## config.mk

```make
export PLATFORM = sky130hd
export DESIGN_NAME = btn_conditioner
export DESIGN_NICKNAME = d
export VERILOG_FILES = /design/src/rtl/btn_conditioner.sv
export SDC_FILE = /design/constraint.sdc
export NUM_CORES = 1
export LEC_CHECK = 0
export BUFFER_PORTS_ARGS = -buffer_cell sky130_fd_sc_hd__buf_4
export CORE_MARGIN = 3
export CORE_UTILIZATION = 55
export DETAILED_ROUTE_END_ITERATION = 10
export GPL_ROUTABILITY_DRIVEN = 0
export GPL_TIMING_DRIVEN = 0
export PLACE_DENSITY = 0.72
export RECOVER_POWER = 25
export SETUP_SLACK_MARGIN = 0.15
export SLEW_MARGIN = 20
export SYNTH_ARGS = -nofsm -noshare
export SYNTH_HDL_FRONTEND = slang
export SYNTH_SLANG_ARGS = --single-unit
```

## constraint.sdc

```tcl
create_clock -name clk -period 6.8 [get_ports clk]
set_input_delay 1.36 -clock clk [delete_from_list [all_inputs] [get_ports clk]]
set_output_delay 1.36 -clock clk [all_outputs]
set_load 0.1 [all_outputs]
```

## src/rtl/btn_conditioner.sv

```systemverilog
// btn_conditioner: per-channel button front end. Each raw pin is optionally
// inverted, synchronised through two flops, debounced with a stability
// counter, and turned into a clean level, a one-cycle press pulse and a
// long-press flag. Channels share nothing but the clock and reset.
module btn_conditioner #(
   parameter int N_BTN       = 5,
   parameter int DEB_CYCLES  = 500000,
   parameter int HOLD_CYCLES = 100000000,
   parameter bit ACTIVE_LOW  = 1'b1
) (
   input  logic             clk,
   input  logic             rst,
   input  logic [N_BTN-1:0] btn_raw,
   output logic [N_BTN-1:0] btn_level,
   output logic [N_BTN-1:0] btn_pulse,
   output logic [N_BTN-1:0] btn_held
);

   // Debounce counter only needs to reach DEB_CYCLES-1; hold counter must
   // hold HOLD_CYCLES itself so it can saturate there.
   localparam int DW = (DEB_CYCLES > 1) ? $clog2(DEB_CYCLES) : 1;
   localparam int HW = (HOLD_CYCLES > 0) ? $clog2(HOLD_CYCLES + 1) : 1;

   localparam logic [DW-1:0] DEB_LAST = DW'(DEB_CYCLES - 1);
   localparam logic [HW-1:0] HOLD_MAX = HW'(HOLD_CYCLES);

   logic [N_BTN-1:0] w_in;
   logic [N_BTN-1:0] r_sync1;
   logic [N_BTN-1:0] r_sync2;

   // Bring every pin to active-high before it enters the synchroniser.
   always_comb begin
      w_in = btn_raw;
      if (ACTIVE_LOW) begin
         w_in = ~btn_raw;
      end else begin
         w_in = btn_raw;
      end
   end

   // Two-flop synchroniser for all channels.
   always_ff @(posedge clk or negedge rst) begin
      if (!rst) begin
         r_sync1 <= {N_BTN{1'b0}};
         r_sync2 <= {N_BTN{1'b0}};
      end else begin
         r_sync1 <= w_in;
         r_sync2 <= r_sync1;
      end
   end

   for (genvar g = 0; g < N_BTN; g++) begin : g_ch
      logic [DW-1:0] r_deb_cnt;
      logic [DW-1:0] w_deb_nxt;
      logic [HW-1:0] r_hold_cnt;
      logic [HW-1:0] w_hold_nxt;
      logic          r_stable;
      logic          w_stable_nxt;
      logic          r_pulse;
      logic          r_held;

      // Stability counter: a level change is accepted only after the
      // synchronised input has disagreed for DEB_CYCLES edges in a row.
      always_comb begin
         w_stable_nxt = r_stable;
         w_deb_nxt    = {DW{1'b0}};
         if (r_sync2[g] == r_stable) begin
            w_deb_nxt = {DW{1'b0}};
         end else if (r_deb_cnt == DEB_LAST) begin
            w_stable_nxt = r_sync2[g];
            w_deb_nxt    = {DW{1'b0}};
         end else begin
            w_deb_nxt = r_deb_cnt + DW'(1'b1);
         end
      end

      // Hold counter counts edges spent pressed and saturates, never wraps.
      always_comb begin
         w_hold_nxt = {HW{1'b0}};
         if (r_stable) begin
            if (r_hold_cnt == HOLD_MAX) begin
               w_hold_nxt = HOLD_MAX;
            end else begin
               w_hold_nxt = r_hold_cnt + HW'(1'b1);
            end
         end else begin
            w_hold_nxt = {HW{1'b0}};
         end
      end

      // Channel state; pulse and held look at the next level so that they
      // line up with the edge on which btn_level itself changes.
      always_ff @(posedge clk or negedge rst) begin
         if (!rst) begin
            r_deb_cnt  <= {DW{1'b0}};
            r_stable   <= 1'b0;
            r_pulse    <= 1'b0;
            r_hold_cnt <= {HW{1'b0}};
            r_held     <= 1'b0;
         end else begin
            r_deb_cnt  <= w_deb_nxt;
            r_stable   <= w_stable_nxt;
            r_pulse    <= w_stable_nxt & ~r_stable;
            r_hold_cnt <= w_hold_nxt;
            r_held     <= w_stable_nxt & (w_hold_nxt == HOLD_MAX);
         end
      end

      assign btn_level[g] = r_stable;
      assign btn_pulse[g] = r_pulse;
      assign btn_held[g]  = r_held;
   end

endmodule

```

==> flow_metrics.tcl, run 1 <==
set metrics [dict create \
    finalSetupViolCount 0 \
    fin_crit_ns 3.34 \
    synth_nets 1469 \
    wl_per_cell_um 14.4 \
    p_leak_nw 6.24 \
    violations "capacitance limit, slew limit" \
    cts_buffers 29 \
    yosysTopAreaCellShare 0.468 \
    antenna_found_initial 0 \
    finalCoreUtilization 0.638 \
    max_stage_delay_ns 1.87 \
    vias 10405 \
    coreArea_mm2 0.0239 \
    grt_pass1_vias 10112 \
    hold_viol 0 \
    drive_gt1_frac 0.0880 \
    start_util 0.570 \
    maxCapViolations 1 \
    synth_top_area_cell "dfrtp_1" \
    synth_warnings 0 \
    start_kind "input pin" \
    die-area_mm2 0.0267 \
    status "complete, but fails checks" \
    rsz0062_at_grt "no" \
    critPathMaxFanout 70 \
    period_share 0.491 \
    hp-class "reg2reg" \
    finalPower_mw 3.19 \
    synth_seq_cells 255 \
    dr.pass1.iters 6 \
    numClockSinks 255 \
    path_class "in2async" \
    tightest_slew_ns 2.70 \
    fin_worst_skew_ns 0.0181 \
    ant_nets 0 \
    cts-root-buf "clkbuf_16" \
    synth_area_per_cell_um2 9.42 \
    port_buffers 21 \
    synth_area_mm2 0.0136 \
    peakVddDrop_mv 0.196 \
    cp_slowest_cell "clkbuf_1" \
    synth_edf_count 0 \
    crit_top_cell "buf_16" \
    synth_cell_types 78 \
    slew-limit-headroom -0.799 \
    power_density_mw_per_mm2 209 \
    synth_cells 1447 \
    final_area_mm2 0.0152 \
    worstSetupStartpoint "rst" \
    diodes 0 \
    async_reset_ff_frac 1.00 \
    synth_area_leaders "dfrtp_1, xnor2_1, nor2_1, xor2_1, nand3_1" \
    r2r-start "g_ch[0].r_hold_cnt[0]" \
    path_cells "clkbuf_1, buf_16, buf_16" \
    fin_setup_tns_ns 0 \
    htreeDepth 1 \
    die_h_um 163 \
    dpl_cell_area_mm2 0.0143 \
    die_w_um 163 \
    ios 22 \
    vias_per_cell 5.65 \
    clk_latency_ns 0.55 \
    ys_seq_area_frac 0.468 \
    endpoint_kind "async pin" \
    slew_violations 45 \
    holdWs_ns 0.348 \
    ctsResizeCount 0 \
    nFillCells 1949 \
    holdBufCountCts 0 \
    wirelength_um 26600 \
    clkSlewWorstSetupHoldPaths_ns 0.05 \
    cts_tree "built" \
    max_freq_mhz 300 \
    dp.final_hpwl_um 17900 \
    nNetsFinal 1524 \
    r2r_slack_ns 3.82 \
    grt_util_all_layers 0.205 \
    grt_pass1_wl_um 46800 \
    rows 56 \
    hp-start "r_sync1[3]" \
    crit_required_ns 7.49 \
    post_cts_buffers 0 \
    grt_max_degree 73 \
    drc_errors 0 \
    area_delta_synth_final_pct 11.8 \
    critPathArrivalTime_ns 4.02 \
    grt_overflow_total 0 \
    dominantRegCellSynth "dfrtp_1" \
    drtIter0Drc 785 \
    clk_path_buf_depth 3 \
]
[worst paths after layout]
path | endpoint | cells past startpoint
worst min-delay path | r_sync2[3] | 0
worst min register to register | r_sync2[3] | 0
worst max-delay path | r_sync2[3] | 3
min in group asynchronous | g_ch[1].r_deb_cnt[3] | 1
max in group clk | g_ch[0].r_held | 7
worst max register to register | g_ch[0].r_held | 7
[metal layers]
layer  global-route usage  routed length [um]
met1                0.290               12600
met2                0.335               12400
met3               0.0254                 910
met4               0.0569                 669
met5                    0                   0
[Yosys cell counts (5+ instances only)]
library cell / number
nor2_1: 222
and4_1: 15
dfrtp_1: 255
nor3b_1: 10
nor3_1: 36
a21oi_1: 27
mux2i_1: 9
clkbuf_1: 42
buf_4: 17
nand4_1: 59
nor4_1: 31
o21bai_1: 5
nor2b_1: 10
nand4b_1: 5
a31oi_1: 5
buf_2: 9
ha_1: 15
and2_1: 31
nor4b_1: 11
o21a_1: 8
and3_1: 38
nand2_1: 100
xor2_1: 82
nand2b_1: 11
or3_1: 20
inv_1: 58
xnor2_1: 102
or4_1: 9
mux2_2: 5
o211ai_1: 5
nand3_1: 83
o21ai_0: 25
o31ai_1: 6
[per-stage QoR]
| step | std cells | setup WS (ns) |
|---|---|---|
| floorplan | 1447 | 4.28 |
| global placement | 1787 | 2.28 |
| detailed placement | 1790 | 3.87 |
| CTS | 1841 | 3.80 |
| global route | 1841 | 3.01 |
| finish | 1841 | 3.46 |
[cell type report]
class	count	area, um2	share of cell area
multi-input combinational	1062	6680	0.438
clock buffer	39	803	0.0527
buffer	72	349	0.0229
inverter	58	218	0.0143
clock inverter	12	173	0.0113
tap	319	399	0.0262
sequential	255	6380	0.419
timing repair buffer	24	236	0.0155
[power breakdown]
part / switching (mW) / total [mW] / internal [mW]
combinational: 0.0458 / 0.0625 / 0.0167
sequential: 0.00933 / 1.54 / 1.53
clock: 0.609 / 1.59 / 0.976
[cells in the final DEF (no fill, tap or decap), types with 38 or more instances in the layout]
cell type | Yosys | routed
nand2_1 | 100 | 100
nand4_1 | 59 | 59
xor2_1 | 82 | 82
clkbuf_1 | 42 | 49
xnor2_1 | 102 | 102
nand3_1 | 83 | 83
inv_1 | 58 | 58
and3_1 | 38 | 38
dfrtp_1 | 255 | 255
nor2_1 | 222 | 222
[state kept, by name, summed over array words and instances (netlist names)]
register / cells
g_ch.r_deb_cnt: 95
g_ch.r_held: 5
g_ch.r_hold_cnt: 135
g_ch.r_pulse: 5
g_ch.r_stable: 5
r_sync1: 5
r_sync2: 5
[critical path, delay by kind of cell]
family / cells / cell delay (ns)
buf+inv: 3 / 2.57
[cells by family after synthesis]
| family | count (synthesis) | share of synthesized area |
|---|---|---|
| buffers and inverters | 130 | 0.0416 |
| multiplexers | 14 | 0.0107 |
| XOR/XNOR | 184 | 0.118 |
| AND/OR/NAND/NOR | 727 | 0.284 |
| flip-flops | 255 | 0.468 |
| AO/OA/AOI/OAI | 122 | 0.0638 |
| adder cells (fa/ha/maj) | 15 | 0.0138 |
Note: power is estimated with default switching activity, not from simulation.
==> inputs of run 2 (changes only) <==
- ABC_AREA: default -> 1
- clock period: 6.8 -> 3.5 ns (I/O delays scaled with it)
==> flow_metrics.tcl, run 2 <==
set metrics [dict create \
    area_delta_synth_final_pct 11.3 \
    multi_input_area_mm2 0.00721 \
    p_leak_nw 7.67 \
    critPathArrivalTime_ns 1.31 \
    grt_max_degree 74 \
    instances_no_fill 2478 \
    synth_area_per_cell_um2 7.22 \
    finalCoreUtilization 0.631 \
    largest_reg_flops 135 \
    power_density_mw_per_mm2 384 \
    holdBufCountCts 0 \
    path_cells "buf_4, buf_4" \
    coreArea_mm2 0.0264 \
    synth.most_common_cell "nand2_1" \
    ant_nets 0 \
    slew-limit-headroom -0.107 \
    numClockSinks 255 \
    max_freq_mhz 497 \
    fin_worst_skew_ns 0.0121 \
    period_share 0.574 \
    ys_seq_area_frac 0.427 \
    clkSlewWorstSetupHoldPaths_ns 0.06 \
    finalPower_mw 6.38 \
    start_util 0.567 \
    grt_pass1_wl_um 56600 \
    dpl_cell_area_mm2 0.0156 \
    critical_path_buf_inv_count 2 \
    drc_errors 0 \
    diodes 0 \
    top_register "g_ch.r_hold_cnt" \
    die_w_um 171 \
    maxCapViolations 1 \
    endpoint_kind "output port" \
    cts-root-buf "clkbuf_16" \
    layout.cells.most_common_list "nand2_1, nor2_1, inv_1" \
    path_class "reg2out" \
    synth_top_area_cell "dfrtp_1" \
    vias 12847 \
    grt_util_all_layers 0.228 \
    ios 22 \
    max_stage_delay_ns 0.38 \
    post_cts_buffers 0 \
    fin_crit_ns 2.01 \
    clk_path_buf_depth 3 \
    synth_warnings 0 \
    clk_latency_ns 0.55 \
    synth_seq_cells 255 \
    synthTopCellsByCount "nand2_1, nor2_1, inv_1" \
    finalSetupViolCount 0 \
    rows 59 \
    die_h_um 171 \
    htreeDepth 1 \
    drive_gt1_frac 0.0980 \
    hold_viol 0 \
    crit_family "buffers and inverters" \
    final_common_cell "nand2_1" \
    hp-class "in2reg" \
    synth_area_mm2 0.0149 \
    cp_slowest_cell "dfrtp_1" \
    synth_cells 2068 \
    nFillCells 2355 \
    wirelength_um 32300 \
    synth_nets 2090 \
    port_buffers 21 \
    status "complete, but fails checks" \
    synth_edf_count 0 \
    register_area_mm2 0.00638 \
    ctsResizeCount 0 \
    yosysTopAreaCellShare 0.427 \
    vias_per_cell 5.18 \
    critPathMaxFanout 1 \
    violations "capacitance limit, slew limit" \
    start_kind "register" \
    peakVddDrop_mv 0.348 \
    drtIter0Drc 1003 \
    synth_area_leaders "dfrtp_1, nand2_1, nor2_1, inv_1, nand3_1" \
    nNetsFinal 2144 \
    grt_overflow_total 0 \
    grt_pass1_vias 12410 \
    wl_per_cell_um 13.0 \
    final_area_mm2 0.0166 \
    cts_tree "built" \
    fin_setup_tns_ns 0 \
    dr.pass1.iters 6 \
    die-area_mm2 0.0292 \
    cts_buffers 28 \
    rsz0062_at_grt "no" \
    dp.final_hpwl_um 23700 \
    reg_top3 "g_ch.r_hold_cnt (135), g_ch.r_deb_cnt (95)" \
    synth_cell_types 41 \
    tightest_slew_ns 1.66 \
    dp_cells 2427 \
    crit_top_cell "buf_4" \
    async_reset_ff_frac 1.00 \
    crit_required_ns 2.80 \
    antenna_found_initial 0 \
    slew_violations 62 \
    dominantRegCellSynth "dfrtp_1" \
]
[run 2: cell count changes after synthesis, moves of 30 or more]
| cell | change |
|---|---|
| nand2_1 | +399 |
| inv_1 | +233 |
| nor2_1 | +114 |
| xnor2_1 | -91 |
| nand3_1 | +88 |
| a21oi_1 | +76 |
| xor2_1 | -46 |
| and3_1 | -38 |
| clkbuf_1 | -34 |
| nor2_2 | +32 |
| o21ai_0 | +30 |
[run 2: worst paths after layout]
kind / start / cells past startpoint / end / slack, ns
worst max-delay path: g_ch[3].r_pulse / 2 / btn_pulse[3] / 1.49
worst min-delay path: btn_raw[4] / 2 / r_sync1[4] / 0.31
worst max register to register: g_ch[1].r_hold_cnt[0] / 13 / g_ch[1].r_held / 1.50
worst min register to register: r_sync1[3] / 0 / r_sync2[3] / 0.35
max in group asynchronous: rst / 3 / g_ch[4].r_deb_cnt[16] / 1.57
min in group asynchronous: rst / 1 / g_ch[0].r_hold_cnt[1] / 0.58
[run 2: routing by layer]
layer  wire [um]  vias to the layer above  GRT usage
met4         752                        0     0.0617
met2       14700                      260      0.369
met5           0                        -          0
li1            -                     6646          -
met3        1360                       50     0.0273
met1       15500                     5891      0.327
[run 2: cell families after synthesis]
logic type | count (synthesis) | synth area share
compound gates | 192 | 0.0708
xor+xnor | 47 | 0.0276
fa+ha+maj | 15 | 0.0126
buf+inv | 340 | 0.0899
flops | 255 | 0.427
simple gates | 1219 | 0.372
[run 2: report_power, final]
group | leakage (nW) | internal [mW] | switching, mW
clock | 0.494 | 2.04 | 1.22
sequential | 3.53 | 2.97 | 0.0140
combinational | 3.65 | 0.0319 | 0.0962
total | 7.67 | 5.04 | 1.33
[run 2: per-stage QoR]
stage,setup slack [ns],hold WS [ns]
2_1_floorplan,1.89,0.331
3_3_place_gp,-0.446,0.333
3_5_place_dp,1.53,0.340
4_1_cts,1.47,0.0920
5_1_grt,1.25,0.293
6_report,1.49,0.314
[run 2: layout make-up]
| type | instances | area share |
|---|---|---|
| multi-input cells | 1473 | 0.434 |
| flip-flops and latches | 255 | 0.384 |
| inverters | 309 | 0.0698 |
| clock buffers | 38 | 0.0481 |
| well taps | 335 | 0.0252 |
| repair buffers | 24 | 0.0141 |
| clock inverters | 13 | 0.0139 |
| plain buffers | 31 | 0.0110 |
==> inputs of run 3 (changes only) <==
- clock period: 3.5 -> 2 ns (I/O delays scaled with it)
==> flow_metrics.tcl, run 3 (same netlist as run 2, synthesis figures left out) <==
set metrics [dict create \
    diodes 0 \
    vias_per_cell 5.23 \
    start_util 0.567 \
    die_w_um 171 \
    nFillCells 2229 \
    peakVddDrop_mv 0.596 \
    numClockSinks 255 \
    finalPower_mw 11.2 \
    final_area_mm2 0.0176 \
    cts-root-buf "clkbuf_16" \
    power.share.clock 0.511 \
    ios 22 \
    reg_top3 "g_ch.r_hold_cnt (135), g_ch.r_deb_cnt (95)" \
    rsz0062_at_grt "yes" \
    maxCapViolations 0 \
    power_density_mw_per_mm2 639 \
    hp-start "r_sync1[2]" \
    crit_required_ns 2.47 \
    vias 13192 \
    multi_input_area_mm2 0.00778 \
    dp.final_hpwl_um 23700 \
    p_sw_frac 0.211 \
    rows 59 \
    wirelength_um 33700 \
    dr.pass1.iters 5 \
    cts_tree "built" \
    cts_buffers 28 \
    grt_pass1_wl_um 57000 \
    reg2reg_depth 11 \
    drive_gt1_frac 0.163 \
    critPathMaxFanout 3 \
    layout.cells.most_common_list "nand2_1, nor2_1, inv_1" \
    path_class "reg2reg" \
    grt_pass1_vias 12488 \
    nNetsFinal 2188 \
    max_freq_mhz 547 \
    clk_latency_ns 0.55 \
    r2r_slack_ns 0.17 \
    clkSlewWorstSetupHoldPaths_ns 0.06 \
    fin_worst_skew_ns 0.0104 \
    power_frac_comb 0.023 \
    instances_no_fill 2522 \
    period_share 0.914 \
    slew_violations 0 \
    fin_crit_ns 1.83 \
    wl_per_cell_um 13.4 \
    finalSetupViolCount 0 \
    htreeDepth 1 \
    dpl_cell_area_mm2 0.0156 \
    grt_max_degree 74 \
    start_kind "register" \
    top_register "g_ch.r_hold_cnt" \
    seq_power_share 0.466 \
    critPathArrivalTime_ns 2.30 \
    antenna_found_initial 0 \
    clk_path_buf_depth 3 \
    slew-limit-headroom 0.389 \
    die_h_um 171 \
    switchingPower_mw 2.37 \
    tightest_slew_ns 0.917 \
    die-area_mm2 0.0292 \
    status "finished clean" \
    finalCoreUtilization 0.667 \
    endpoint_kind "register" \
    drtIter0Drc 995 \
    dp_cells 2427 \
    worstHoldPathCells 0 \
    grt_overflow_total 0 \
    p_leak_nw 8.02 \
    hp-class "reg2reg" \
    drc_errors 0 \
    fin_setup_tns_ns 0 \
    r2r_end "g_ch[4].r_deb_cnt[18]" \
    coreArea_mm2 0.0264 \
    port_buffers 21 \
    grt_util_all_layers 0.230 \
    final_common_cell "nand2_1" \
    r2r-start "g_ch[4].r_deb_cnt[1]" \
    hold_end "r_sync2[2]" \
    register_area_mm2 0.00639 \
    hold_viol 0 \
    internal-power_mw 8.85 \
    largest_reg_flops 135 \
    ant_nets 0 \
    area_delta_synth_final_pct 17.6 \
]
-- run 3: cell count changes in the layout (fill, tap and decap cells not counted), moves of 8 or more --
cell and change:
nand3_1 -16, nand2_1 -20, ha_1 -9, o21ai_0 -10
nor2_4 +18, dfrtp_1 -8, dfrtp_2 +8, o21ai_1 +8
nor2_1 -39, buf_4 +36, nor2_2 +21, nand3_4 +10
nand2_2 +15
-- run 3: power by group through the flow --
stage | sequential [mW] | combinational (mW) | clock [mW]
after detailed placement | 5.31 | 0.240 | 0
after floorplan | 5.31 | 0.0792 | 0
final | 5.22 | 0.263 | 5.73
after CTS | 5.22 | 0.258 | 5.86
after global routing | 5.22 | 0.308 | 6.06
after global placement | 5.31 | 0.213 | 0
-- run 3: worst max path at each step --
stage | start | to | cells past startpoint
2_1_floorplan | g_ch[4].r_deb_cnt[0] | g_ch[4].r_deb_cnt[18] | 11
6_report | g_ch[4].r_deb_cnt[1] | g_ch[4].r_deb_cnt[18] | 11
4_1_cts | g_ch[3].r_deb_cnt[1] | g_ch[3].r_deb_cnt[16] | 9
3_5_place_dp | g_ch[4].r_deb_cnt[0] | g_ch[4].r_deb_cnt[10] | 10
3_3_place_gp | rst | g_ch[4].r_hold_cnt[15] | 1
5_1_grt | g_ch[2].r_hold_cnt[10] | g_ch[2].r_held | 10
-- run 3: through the flow --
| step | worst slack [ns] | hold slack [ns] |
|---|---|---|
| 2_1_floorplan | 0.385 | 0.104 |
| 3_3_place_gp | -1.65 | 0.333 |
| 3_5_place_dp | 0.0338 | 0.340 |
| 4_1_cts | 0.150 | 0.352 |
| 5_1_grt | 0.0126 | 0.357 |
| 6_report | 0.173 | 0.349 |
-- run 3: layout make-up --
class / instances / share of cell area
Buffer: 31 / 0.0106
Clock buffer: 38 / 0.0455
Clock inverter: 13 / 0.0131
Inverter: 309 / 0.0665
Multi-Input combinational cell: 1473 / 0.443
Sequential cell: 255 / 0.364
Tap cell: 335 / 0.0239
Timing Repair Buffer: 68 / 0.0335
-- run 3: what timing repair did --
item | in CTS | in global routing
buffers inserted | 7 | 31
pin swaps | 3 | 55
gates cloned | 0 | 0
gates resized for setup | 21 | 154
hold buffers | 6 | 0
setup endpoints to repair | 28 | 39
hold endpoints to repair | 66 | 0
-- run 3: worst max-delay path, stage by stage (launching register included) --
cell     delay [ns]
dfrtp_1        0.37
ha_2           0.20
nand2_2        0.08
nor2_4         0.14
nand2_4        0.08
nor2_4         0.15
nand3_4        0.10
nor2_4         0.13
nand4_1        0.18
o21ai_1        0.18
nand2_1        0.06
nor2_1         0.08
-- run 3: metal layers --
layer / vias up / wire length [um] / global-route usage
met5: - / 0 / 0
met4: 0 / 795 / 0.0621
met3: 57 / 1410 / 0.0282
met2: 287 / 15700 / 0.372
met1: 6109 / 15800 / 0.328
li1: 6739 / - / -
